File: src/rtl/csi2_pkt_ctrl.sv
// csi2_pkt_ctrl: CSI-2 packet sequencer after the header Hamming decoder.
// Parses the packet header (DI, WC), emits short-packet events, forwards
// long-packet payload with byte enables, aborts on oversize WC, bad headers
// or idle timeout, and strobes pkt_done_o at every packet boundary.
// Ports:
//   clk_i, srst_i (async, active-high)
//   dec_*_i          : corrected word stream and error flags from the decoder
//   pkt_done_o       : one-cycle packet-end/flush strobe
//   pld_*_o          : payload stream (data, keep, last, dt, vc)
//   evt_*_o          : short-packet event (dt, 16-bit data field)
//   pkt_abort_o      : one-cycle abort strobe
//   *_cnt_o          : saturating statistics counters
module csi2_pkt_ctrl #(
  parameter logic [15:0] MAX_WC  = 16'd8192,
  parameter logic [3:0]  VC_EN   = 4'b1111,
  parameter int unsigned TIMEOUT = 1024,
  parameter int unsigned CNT_W   = 16
) (
  input  logic             clk_i,
  input  logic             srst_i,
  input  logic             dec_valid_i,
  input  logic [31:0]      dec_data_i,
  input  logic             dec_error_i,
  input  logic             dec_error_corrected_i,
  output logic             pkt_done_o,
  output logic             pld_valid_o,
  output logic [31:0]      pld_data_o,
  output logic [3:0]       pld_keep_o,
  output logic             pld_last_o,
  output logic [5:0]       pld_dt_o,
  output logic [1:0]       pld_vc_o,
  output logic             evt_valid_o,
  output logic [5:0]       evt_dt_o,
  output logic [15:0]      evt_data_o,
  output logic             pkt_abort_o,
  output logic [CNT_W-1:0] hdr_corr_cnt_o,
  output logic [CNT_W-1:0] hdr_err_cnt_o,
  output logic [CNT_W-1:0] abort_cnt_o
);

  localparam int unsigned IDLE_W = $clog2(TIMEOUT + 1);

  typedef enum logic [1:0] {
    S_IDLE    = 2'd0,
    S_PAYLOAD = 2'd1,
    S_DONE    = 2'd2
  } state_t;

  state_t             state_q;
  logic [15:0]        idx_q;      // index of the next payload-phase word
  logic [15:0]        nfwd_q;     // words carrying payload bytes
  logic [15:0]        total_q;    // payload + CRC footer words
  logic [1:0]         wc_mod_q;
  logic [IDLE_W-1:0]  idle_q;
  logic               open_q;     // payload forwarded, last beat not yet sent

  logic               pkt_done_q, pld_valid_q, pld_last_q, evt_valid_q, pkt_abort_q;
  logic [31:0]        pld_data_q;
  logic [3:0]         pld_keep_q;
  logic [5:0]         pld_dt_q, evt_dt_q;
  logic [1:0]         pld_vc_q;
  logic [15:0]        evt_data_q;
  logic [CNT_W-1:0]   hdr_corr_cnt_q, hdr_err_cnt_q, abort_cnt_q;

  logic [5:0]         hdr_dt;
  logic [1:0]         hdr_vc;
  logic [15:0]        hdr_wc;
  logic [15:0]        hdr_total, hdr_nfwd;
  logic               fwd_en, in_pld, is_last, is_end, idle_exp;

  // Header field decode and word-count derived sizes
  assign hdr_dt    = dec_data_i[5:0];
  assign hdr_vc    = dec_data_i[7:6];
  assign hdr_wc    = dec_data_i[23:8];
  assign hdr_total = 16'((17'(hdr_wc) + 17'd5) >> 2);
  assign hdr_nfwd  = 16'((17'(hdr_wc) + 17'd3) >> 2);

  // Position of the current payload word within the packet
  assign fwd_en   = VC_EN[pld_vc_q];
  assign in_pld   = idx_q < nfwd_q;
  assign is_last  = idx_q == (nfwd_q - 16'd1);
  assign is_end   = idx_q == (total_q - 16'd1);
  assign idle_exp = idle_q == IDLE_W'(TIMEOUT - 1);

  function automatic logic [3:0] tail_keep(input logic [1:0] m);
    case (m)
      2'd1:    tail_keep = 4'b0001;
      2'd2:    tail_keep = 4'b0011;
      2'd3:    tail_keep = 4'b0111;
      default: tail_keep = 4'b1111;
    endcase
  endfunction

  function automatic logic [CNT_W-1:0] sat_inc(input logic [CNT_W-1:0] v);
    sat_inc = (v == '1) ? v : v + CNT_W'(1);
  endfunction

  // Packet sequencer with registered outputs
  always_ff @(posedge clk_i or posedge srst_i) begin
    if (srst_i) begin
      state_q        <= S_IDLE;
      idx_q          <= '0;
      nfwd_q         <= '0;
      total_q        <= '0;
      wc_mod_q       <= '0;
      idle_q         <= '0;
      open_q         <= 1'b0;
      pkt_done_q     <= 1'b0;
      pld_valid_q    <= 1'b0;
      pld_data_q     <= '0;
      pld_keep_q     <= '0;
      pld_last_q     <= 1'b0;
      pld_dt_q       <= '0;
      pld_vc_q       <= '0;
      evt_valid_q    <= 1'b0;
      evt_dt_q       <= '0;
      evt_data_q     <= '0;
      pkt_abort_q    <= 1'b0;
      hdr_corr_cnt_q <= '0;
      hdr_err_cnt_q  <= '0;
      abort_cnt_q    <= '0;
    end else begin
      pkt_done_q  <= 1'b0;
      pkt_abort_q <= 1'b0;
      pld_valid_q <= 1'b0;
      pld_last_q  <= 1'b0;
      pld_keep_q  <= '0;
      pld_data_q  <= '0;
      evt_valid_q <= 1'b0;
      case (state_q)
        S_IDLE: begin
          if (dec_valid_i) begin
            if (dec_error_i && !dec_error_corrected_i) begin
              hdr_err_cnt_q <= sat_inc(hdr_err_cnt_q);
              pkt_abort_q   <= 1'b1;
              pkt_done_q    <= 1'b1;
              state_q       <= S_DONE;
            end else begin
              if (dec_error_corrected_i) hdr_corr_cnt_q <= sat_inc(hdr_corr_cnt_q);
              if (hdr_dt <= 6'h0F) begin
                evt_valid_q <= 1'b1;
                evt_dt_q    <= hdr_dt;
                evt_data_q  <= hdr_wc;
                pkt_done_q  <= 1'b1;
                state_q     <= S_DONE;
              end else if (hdr_wc > MAX_WC) begin
                abort_cnt_q <= sat_inc(abort_cnt_q);
                pkt_abort_q <= 1'b1;
                pkt_done_q  <= 1'b1;
                state_q     <= S_DONE;
              end else begin
                pld_dt_q <= hdr_dt;
                pld_vc_q <= hdr_vc;
                wc_mod_q <= hdr_wc[1:0];
                nfwd_q   <= hdr_nfwd;
                total_q  <= hdr_total;
                idx_q    <= '0;
                idle_q   <= '0;
                open_q   <= 1'b0;
                state_q  <= S_PAYLOAD;
              end
            end
          end
        end
        S_PAYLOAD: begin
          // A valid word takes priority over a simultaneous timeout
          if (dec_valid_i) begin
            idle_q <= '0;
            idx_q  <= idx_q + 16'd1;
            if (in_pld && fwd_en) begin
              pld_valid_q <= 1'b1;
              pld_data_q  <= dec_data_i;
              pld_last_q  <= is_last;
              pld_keep_q  <= is_last ? tail_keep(wc_mod_q) : 4'b1111;
              open_q      <= !is_last;
            end
            if (is_end) begin
              pkt_done_q <= 1'b1;
              state_q    <= S_DONE;
            end
          end else if (idle_exp) begin
            abort_cnt_q <= sat_inc(abort_cnt_q);
            pkt_abort_q <= 1'b1;
            pkt_done_q  <= 1'b1;
            // Close an open stream with an empty last beat
            if (open_q) begin
              pld_valid_q <= 1'b1;
              pld_last_q  <= 1'b1;
            end
            open_q  <= 1'b0;
            state_q <= S_DONE;
          end else begin
            idle_q <= idle_q + IDLE_W'(1);
          end
        end
        S_DONE:  state_q <= S_IDLE;
        default: state_q <= S_IDLE;
      endcase
    end
  end

  assign pkt_done_o     = pkt_done_q;
  assign pld_valid_o    = pld_valid_q;
  assign pld_data_o     = pld_data_q;
  assign pld_keep_o     = pld_keep_q;
  assign pld_last_o     = pld_last_q;
  assign pld_dt_o       = pld_dt_q;
  assign pld_vc_o       = pld_vc_q;
  assign evt_valid_o    = evt_valid_q;
  assign evt_dt_o       = evt_dt_q;
  assign evt_data_o     = evt_data_q;
  assign pkt_abort_o    = pkt_abort_q;
  assign hdr_corr_cnt_o = hdr_corr_cnt_q;
  assign hdr_err_cnt_o  = hdr_err_cnt_q;
  assign abort_cnt_o    = abort_cnt_q;

endmodule

File: config.mk
export PLATFORM = sky130hd
export DESIGN_NAME = csi2_pkt_ctrl
export DESIGN_NICKNAME = d
export VERILOG_FILES = /design/src/rtl/csi2_pkt_ctrl.sv
export SDC_FILE = /design/constraint.sdc
export NUM_CORES = 1
export LEC_CHECK = 0
export CORE_AREA = 2 2 132 134
export CTS_BUF_LIST = sky130_fd_sc_hd__clkbuf_2 sky130_fd_sc_hd__clkbuf_4 sky130_fd_sc_hd__clkbuf_8
export CTS_CLUSTER_DIAMETER = 30
export DETAILED_ROUTE_END_ITERATION = 10
export DIE_AREA = 0 0 134 136
export PLACE_DENSITY_LB_ADDON = 0.3
export SLEW_MARGIN = 15
export SYNTH_ARGS = -nofsm -noshare
export SYNTH_HDL_FRONTEND = slang
export SYNTH_SLANG_ARGS = --single-unit
File: constraint.sdc
create_clock -name clk_i -period 6 [get_ports clk_i]
set_clock_uncertainty 0.05 [all_clocks]
set_input_delay 0.6 -clock clk_i [delete_from_list [all_inputs] [get_ports clk_i]]
set_output_delay 0.6 -clock clk_i [all_outputs]
set_load 0.05 [all_outputs]
After elaboration in Yosys (flattened, before gate mapping)
Cells that the tools add are included.
Operators by class
  magnitude comparators: 4
  $add $sub $neg: 9
  bitwise logic cells: 5
  equal/unequal tests: 22
  reductions and logical operators: 15
  muxes and demuxes: 72
Operator list (count)
  2-to-1 mux 16 bit: 12
  2-to-1 mux 32 bit: 3
  2-to-1 mux 11 bit: 6
  adder 16 x 1 -> 16 bit, second input constant: 4
  one-hot mux 16 bit (2 select lines): 2
  == test 16 bit, second input constant: 3
  == test 16 bit: 2
  subtractor 15 x 1 -> 16 bit, second input constant: 2
  2-to-1 mux 1 bit: 31
  one-hot mux 11 bit (2 select lines): 1
  adder 16 x 2 -> 17 bit, second input constant: 1
  adder 16 x 3 -> 17 bit, second input constant: 1
  > comparator 16 x 14 -> 1 bit, second input constant: 1
  < comparator 16 x 15 -> 1 bit: 1
  2-to-1 mux 4 bit: 4
  inequality test 2 bit, second input constant: 8
  2-to-1 mux 2 bit: 7
  AND reduction 7 bit: 2
  inequality test 3 bit, second input constant: 4
  one-hot mux 4 bit (3 select lines): 1
  AND reduction 6 bit: 2
  adder 11 x 1 -> 11 bit, second input constant: 1
  == test 11 x 10 -> 1 bit, second input constant: 1
  AND reduction 5 bit: 2
  14 further kinds: 25
Storage, ports and cells
  output and inout bits: 119
  register bits after elaboration: 181

Logic depth before layout (Yosys ltp)
Gate-level depths: netlist of run 1.
  depth after elaboration: 7
  gate-level depth with buffers: 10
  gate-level depth less buffers: 9

Worst setup path after synthesis of run 1
No wires, ideal clock.
  path type: reg-to-reg
  from: register hdr_err_cnt_q[8], in the netlist hdr_err_cnt_o[8]
  to: register hdr_err_cnt_q[13], in the netlist hdr_err_cnt_o[13]
  arrival time: 2345 ps
  stages on the path, launching flop included: 9
  clock period less this slack: 2538 ps
  buffers on the path: 1
  library setup time: 142 ps
  path slack: 3462 ps
  cell sequence: dfrtp_1 -> and4_1 -> nand4_1 -> o311ai_1 -> or2_0 -> clkbuf_1 -> nor2_1 -> nand3_1 -> xnor2_1
On the way
  word-level cells in the longest chain between the ends: 3
  elaborated cells between the ends (all ways): 4
  those cells by class: add/sub: 1; eq/ne: 1; bitwise: 1; reduce/logical: 1
RTL lines
  start, declared: line 63  | logic [CNT_W-1:0] hdr_corr_cnt_q, hdr_err_cnt_q, abort_cnt_q;
  start signal, assigned: line 134  | hdr_err_cnt_q <= sat_inc(hdr_err_cnt_q);
  branches (longest 3 deep; another with adder 16 x 1 -> 16 bit)
Parallel ways; which one is timed is not known.
A chain may end at the register's enable or synchronous reset.

Final worst setup path of run 1
  from: input dec_data_i[12]
  to: register abort_cnt_q[14], in the netlist abort_cnt_o[14]
On the way
  word-level cells in the longest chain between the ends: 3
RTL lines
  start, declared: line 22  | input logic [31:0] dec_data_i,
  > comparator 16 x 14 -> 1 bit: line 146  | end else if (hdr_wc > MAX_WC) begin
  inequality test 2 bit (no line)
  AND reduction 7 bit (no line)
  end signal, assigned: line 147  | abort_cnt_q <= sat_inc(abort_cnt_q);
  end signal, assigned: line 182  | abort_cnt_q <= sat_inc(abort_cnt_q);
  end, declared: line 63
Every way passes these cells.

==> metrics.csv, run 1 <==
metric,value,unit
Worst EP required,6.31,ns
Pleak,5.00,nW
Sw Pwr,0.00152,W
wire length of the first global-routing pass,36000,um
Synth Instances,951,
# rows,48,
Reg power frac,43.2,%
Layout Nets,1144,
initial cell density of the core,53.8,%
initial antenna violation count,0,
Clock Path Buffers,2,
top post-synthesis cells by area,"dfrtp_1 (50%), xnor2_1 (6.7%), nand2_1 (6.4%)",
CP Class,primary input to flip-flop,
internal power,0.00221,W
status,completed,
vias per inst,5.44,
Worst-Margin Slew,0.803,ns
"Async S/R FF share, synth",100,%
CP max stage delay,0.72,ns
VDD IR-drop max,0.000276,V
buffer and inverter count on the worst path,1,
layout cells sized above 1,5.11,%
Avg Inst Size Synth,9.55,um2
critical path data arrival time,3.52,ns
post-route minimum period,3.21,ns
CP Capture Type,flip-flop,
# Max-Cap Violations,0,
CP Cell Sequence,clkdlybuf4s50_1 > nor4_1 > a41oi_1 > o311ai_0 > a221oi_2 > and3_1 > nand4_1 > xnor2_1,
fin. max-slew vios,0,
number of I/O pins,156,
# resized after CTS,0,
TritonRoute pass-1 iters,5,
PortBufs,155,
Die Span X,134,um
RSZ-0062 raised after global routing,false,
vias in the first global route,7009,
final setup violation count,0,
CTS Root Cell,clkbuf_8,
diode count,0,
final hold vios,0,
Die Height,136,um
worst-skew pair later-pin latency,0.47,ns
Critical-path top delay cell,clkdlybuf4s50_1,
GR Util All Layers,25.0,%
worst min-delay path startpoint,evt_data_o[5],
DP Area,0.0108,mm2
CTS HTree Levels,4,
routed length per placed instance,16.4,um
syn_nets,1012,
hold buffers post-CTS,0,
post-synthesis cell type count,69,
setup bufs post-CTS,0,
busiest grt layer,met2,
Worst path top cell family by delay,compound AO/OA/AOI/OAI gates,
Worst slew margin,46.1,%
global routing met1 resource utilization,33.5,%
Max Clock Freq,312,MHz
post-synth top area share,49.9,%
Core Box Area,0.0169,mm2
Cell Pwr Density,334,mW/mm2
Hold WS,0.437,ns
Reg-to-Reg Start,nfwd_q[6],
Clock Sinks,181,
warnings from Yosys,0,
Net Sw Frac,40.7,%
"Remaining Overflow, GRT",0,
Syn-to-layout area delta,23.0,%
pin count of the biggest net entering global routing,87,
Die ar.,0.0182,mm2
origin of the worst setup path,dec_data_i[12],
post-route clock period utilization,53.5,%
met2 GRT Util,39.4,%
setup_tns,0,ns
Clk pwr share,23.2,%
gpl congestion,0.952,
HP Class,flip-flop to flip-flop,
CTS Buf Count,17,
CTS tree,built,
final instance area,0.0112,mm2
"Reg clk slew, reported paths",0.11,ns
Post-synth EDFFs,0,
met3 Resource Use GR,7.53,%
"Primary FF master, synth",dfrtp_1,
Yosys reg bits,181,
crit-path max FO,11,
DRT antenna net count,0,
CP Launch Type,primary input,
Iter 0 DRT Violations,514,
post-synthesis sequential area ratio,49.9,%
dominant cell type by area after synthesis,dfrtp_1,
DP Wirelength,15900,um
DRC viols,0,
vias,7186,
synthesized area,0.00908,mm2
logic gate share of total power,33.6,%
DRT Wirelength,21700,um
cell type report:
type / count / area (um2)
fill: 1309 / 5700
sequential: 181 / 4530
multi-input combinational: 686 / 4210
timing repair buffer: 160 / 1590
tap: 225 / 282
clock buffer: 17 / 234
clock inverter: 15 / 185
inverter: 37 / 144
worst register-to-register path: cells and delay by family, from the launching register on:
kind / cells / cell delay (ns)
compound gates: 2 / 0.46
simple gates: 4 / 1.80
xor+xnor: 1 / 0.13
flops: 1 / 0.50
Yosys cell counts (all sizes together), types with 3 or more instances:
library cell / count
mux2: 3
buf: 7
nor3: 19
o21a: 4
nor2: 69
xnor2: 69
xor2: 45
a21o: 3
nand3b: 4
or2: 4
o311ai: 3
nand3: 40
a31oi: 4
o211ai: 5
a21oi: 21
o22ai: 4
clkbuf: 40
mux2i: 4
nand4: 22
inv: 36
and3: 15
or4: 3
nor4b: 4
and2: 41
nor2b: 4
nand2: 155
and4: 5
o31ai: 3
ha: 24
or3: 12
o21ai: 59
dfrtp: 181
nor4: 8
cell families after synthesis:
family / Yosys count / synth area share, %
AO/OA/AOI/OAI: 125 / 8.54
adder cells (fa/ha/maj): 24 / 3.31
buffers and inverters: 84 / 3.84
XOR/XNOR: 114 / 11.0
AND/OR/NAND/NOR: 416 / 22.6
flip-flops: 181 / 49.9
multiplexers: 7 / 0.813
metrics by stage:
step | power [W] | instances | setup slack, ns | utilization, %
after floorplan | 0.00247 | 951 | 0.435 | -
after global placement | 0.00285 | 1289 | 2.24 | 63.7
after detailed placement | 0.00288 | 1289 | 2.12 | 63.7
after CTS | 0.00375 | 1321 | 2.60 | 66.2
after global routing | 0.00393 | 1321 | 2.57 | 66.2
final | 0.00373 | 1321 | 2.79 | 66.2
flip-flops by register name, summed over array words and instances (netlist names):
register and count:
wc_mod_q 2, pld_dt_o 6, state_q 2, pld_data_o 32, pkt_abort_o 1, pld_vc_o 2
evt_valid_o 1, pkt_done_o 1, pld_last_o 1, hdr_err_cnt_o 16, pld_keep_o 4, total_q 15
hdr_corr_cnt_o 16, nfwd_q 15, idx_q 16, idle_q 11, pld_valid_o 1, evt_dt_o 6
evt_data_o 16, open_q 1, abort_cnt_o 16
power by group through the flow:
stage	Sequential, W	Clock, W	Combinational, W
final	0.00161	0.000865	0.00126
after global routing	0.00164	0.000923	0.00137
after CTS	0.00161	0.000879	0.00126
after detailed placement	0.00163	0	0.00125
after global placement	0.00162	0	0.00123
after floorplan	0.00194	0	0.000532
worst paths after layout:
check                                        end  slack (ns)  depth (start not counted)
max in group asynchronous               idx_q[0]        4.18                          3
worst max register to register     pld_keep_o[3]        2.93                          7
worst min register to register     evt_data_o[5]        0.44                          2
min in group asynchronous       hdr_err_cnt_o[1]        0.57                          2
worst min-delay path               evt_data_o[5]        0.44                          2
worst max-delay path             abort_cnt_o[14]        2.79                          8
routing by layer:
layer | part of all wire (%) | vias to the layer above | routed length (um)
met5 | 0 | - | 0
met4 | 1.7 | 0 | 359
met3 | 7.3 | 24 | 1590
met2 | 47 | 199 | 10200
met1 | 44 | 3490 | 9520
li1 | - | 3473 | -
cells in the final DEF, fill, tap and decap left out, types with 3 or more instances in the layout:
cell,synthesis,final
dfrtp_1,181,181
clkdlybuf4s50_1,0,155
nand2_1,155,154
xnor2_1,69,69
nor2_1,69,68
o21ai_0,59,59
xor2_1,45,45
and2_1,41,41
nand3_1,40,40
inv_1,36,35
ha_1,24,24
nand4_1,22,22
a21oi_1,21,21
nor3_1,19,19
clkbuf_8,2,17
and3_1,15,15
or3_1,12,12
nor4_1,7,7
inv_6,0,6
and4_1,5,5
o211ai_1,5,5
buf_4,0,5
nor2b_1,4,4
nand3b_1,4,4
a31oi_1,4,4
o22ai_1,4,4
mux2i_1,4,4
o21a_1,4,4
clkinv_8,0,4
a21o_1,3,3
nor4b_1,3,3
o31ai_1,3,3
mux2_2,3,3
inv_8,0,3
Note: power is estimated with default switching activity, not from simulation.
==> run 2: changes to the inputs <==
==> constraint.sdc (replaced) <==
create_clock -name clk_i -period 3 [get_ports clk_i]
set_clock_uncertainty 0.05 [all_clocks]
set_input_delay 0.3 -clock clk_i [delete_from_list [all_inputs] [get_ports clk_i]]
set_output_delay 0.3 -clock clk_i [all_outputs]
set_load 0.05 [all_outputs]
==> metrics.csv, run 2 (synthesis results as in run 1) <==
metric,value,unit
DR WL met3,1480,um
"Remaining Overflow, GRT",0,
DP Wirelength,16300,um
number of I/O pins,156,
worst-skew pair later-pin latency,0.46,ns
worst reg2reg path depth,9,
most frequent cells in the layout,"dfrtp_1 (181), nand2_1 (155), clkdlybuf4s50_1 (155)",
CTS Buf Count,17,
diode count,0,
TritonRoute pass-1 iters,5,
initial cell density of the core,53.8,%
post-route minimum period,2.84,ns
hold buffers post-CTS,0,
setup_tns,0,ns
VDD IR-drop max,0.000409,V
initial antenna violation count,0,
Hold WS,0.334,ns
# rows,48,
"Reg clk slew, reported paths",0.09,ns
# resized after CTS,0,
fin. max-slew vios,0,
vias per inst,5.37,
worst reg2reg setup slack,0.16,ns
CP Launch Type,flip-flop,
Clock Sinks,181,
layout cells sized above 1,7.80,%
"most common cell after layout, fill and taps aside",dfrtp_1,
origin of the worst setup path,total_q[0],
Worst slew margin,52.5,%
wire length of the first global-routing pass,35900,um
DP Area,0.0110,mm2
final hold vios,0,
DRT antenna net count,0,
CP Class,flip-flop to flip-flop,
final setup violation count,0,
CP max stage delay,0.69,ns
CP Capture Type,flip-flop,
Critical R2R Capture,pkt_done_o,
Critical-path top delay cell,or4b_2,
CTS tree,built,
Die ar.,0.0182,mm2
Core Box Area,0.0169,mm2
DRT Wirelength,22000,um
Syn-to-layout area delta,25.3,%
max FFs per register,32,
top routing layer in use,met4,
Layout Nets,1176,
Worst EP required,3.31,ns
pin count of the biggest net entering global routing,130,
post-route clock period utilization,94.7,%
RSZ-0062 raised after global routing,false,
Die Span X,134,um
DRC viols,0,
Pleak,5.14,nW
routed length per placed instance,16.3,um
Clock Path Buffers,2,
Cell Pwr Density,645,mW/mm2
# Max-Cap Violations,0,
vias in the first global route,6947,
Iter 0 DRT Violations,509,
critical path data arrival time,3.15,ns
PortBufs,155,
gpl congestion,0.865,
GR Util All Layers,25.0,%
Reg-to-Reg Start,total_q[0],
routed metal-1 wirelength,9790,um
HP Class,primary input to flip-flop,
final instance area,0.0114,mm2
CP endpoint,pkt_done_o,
Die Height,136,um
CP Cell Sequence,inv_1 > ha_1 > or4b_2 > nor4_2 > xor2_1 > o21a_1 > o21ai_0 > nand4_1 > o22ai_1,
met2 routed WL,10400,um
Worst-Margin Slew,0.701,ns
status,completed,
vias,7272,
crit-path max FO,4,
Max Clock Freq,352,MHz
CTS Root Cell,clkbuf_8,
CTS HTree Levels,4,
setup bufs post-CTS,0,
[run 2: cell count changes in the layout (fill, tap and decap cells not counted), moves of 2 or more]
cell | before | now
buf_4 | 5 | 36
clkinv_8 | 4 | 0
inv_6 | 6 | 2
clkbuf_8 | 17 | 20
clkinvlp_4 | 1 | 4
clkinv_4 | 0 | 2
[run 2: worst min path at each step]
stage	slack (ns)	depth (start not counted)	start	to
floorplan	0.36	2	dec_data_i[20]	evt_data_o[12]
global placement	0.41	2	pld_dt_o[1]	pld_dt_o[1]
detailed placement	0.41	2	evt_dt_o[1]	evt_dt_o[1]
CTS	0.31	3	dec_data_i[7]	pld_vc_o[1]
global route	0.33	2	dec_data_i[28]	pld_data_o[28]
finish	0.33	3	dec_data_i[7]	pld_vc_o[1]
[run 2: layer usage]
| layer | GRT usage [%] | vias to the layer above |
|---|---|---|
| met1 | 33.0 | 3514 |
| met4 | 7.45 | 0 |
| met2 | 39.9 | 188 |
| li1 | - | 3545 |
| met5 | 0 | - |
| met3 | 7.53 | 25 |
[run 2: worst max-delay path, delay by kind of cell, from the launching register on]
family                     cells  cell delay [ns]
and+or+nand+nor                3             1.17
xor gates and xnor gates       1             0.11
AOI/OAI and AO/OA              3             0.62
DFF                            1             0.46
adders and majority gates      1             0.22
buffers and inverters          1             0.12
[run 2: per-stage QoR]
step	total power, W	instances	utilization, %	setup WS (ns)
floorplan	0.00494	951	-	0.327
global placement	0.00574	1321	65.2	0.178
detailed placement	0.00581	1321	65.2	0.0968
CTS	0.00739	1353	67.4	0.0669
global route	0.00776	1353	67.4	0.0297
finish	0.00735	1353	67.4	0.158
[run 2: cell type report]
class                      count  area (um2)
clock buffer                  21         283
clock inverter                11        90.1
fill                        1288        5490
inverter                      37         143
multi-input combinational    686        4210
sequential                   181        4530
tap                          225         282
timing repair buffer         192        1840
[run 2: power by group]
part / switching (W) / internal (W)
logic: 0.00160 / 0.000953
registers: 0.000415 / 0.00280
clock network: 0.000908 / 0.000665
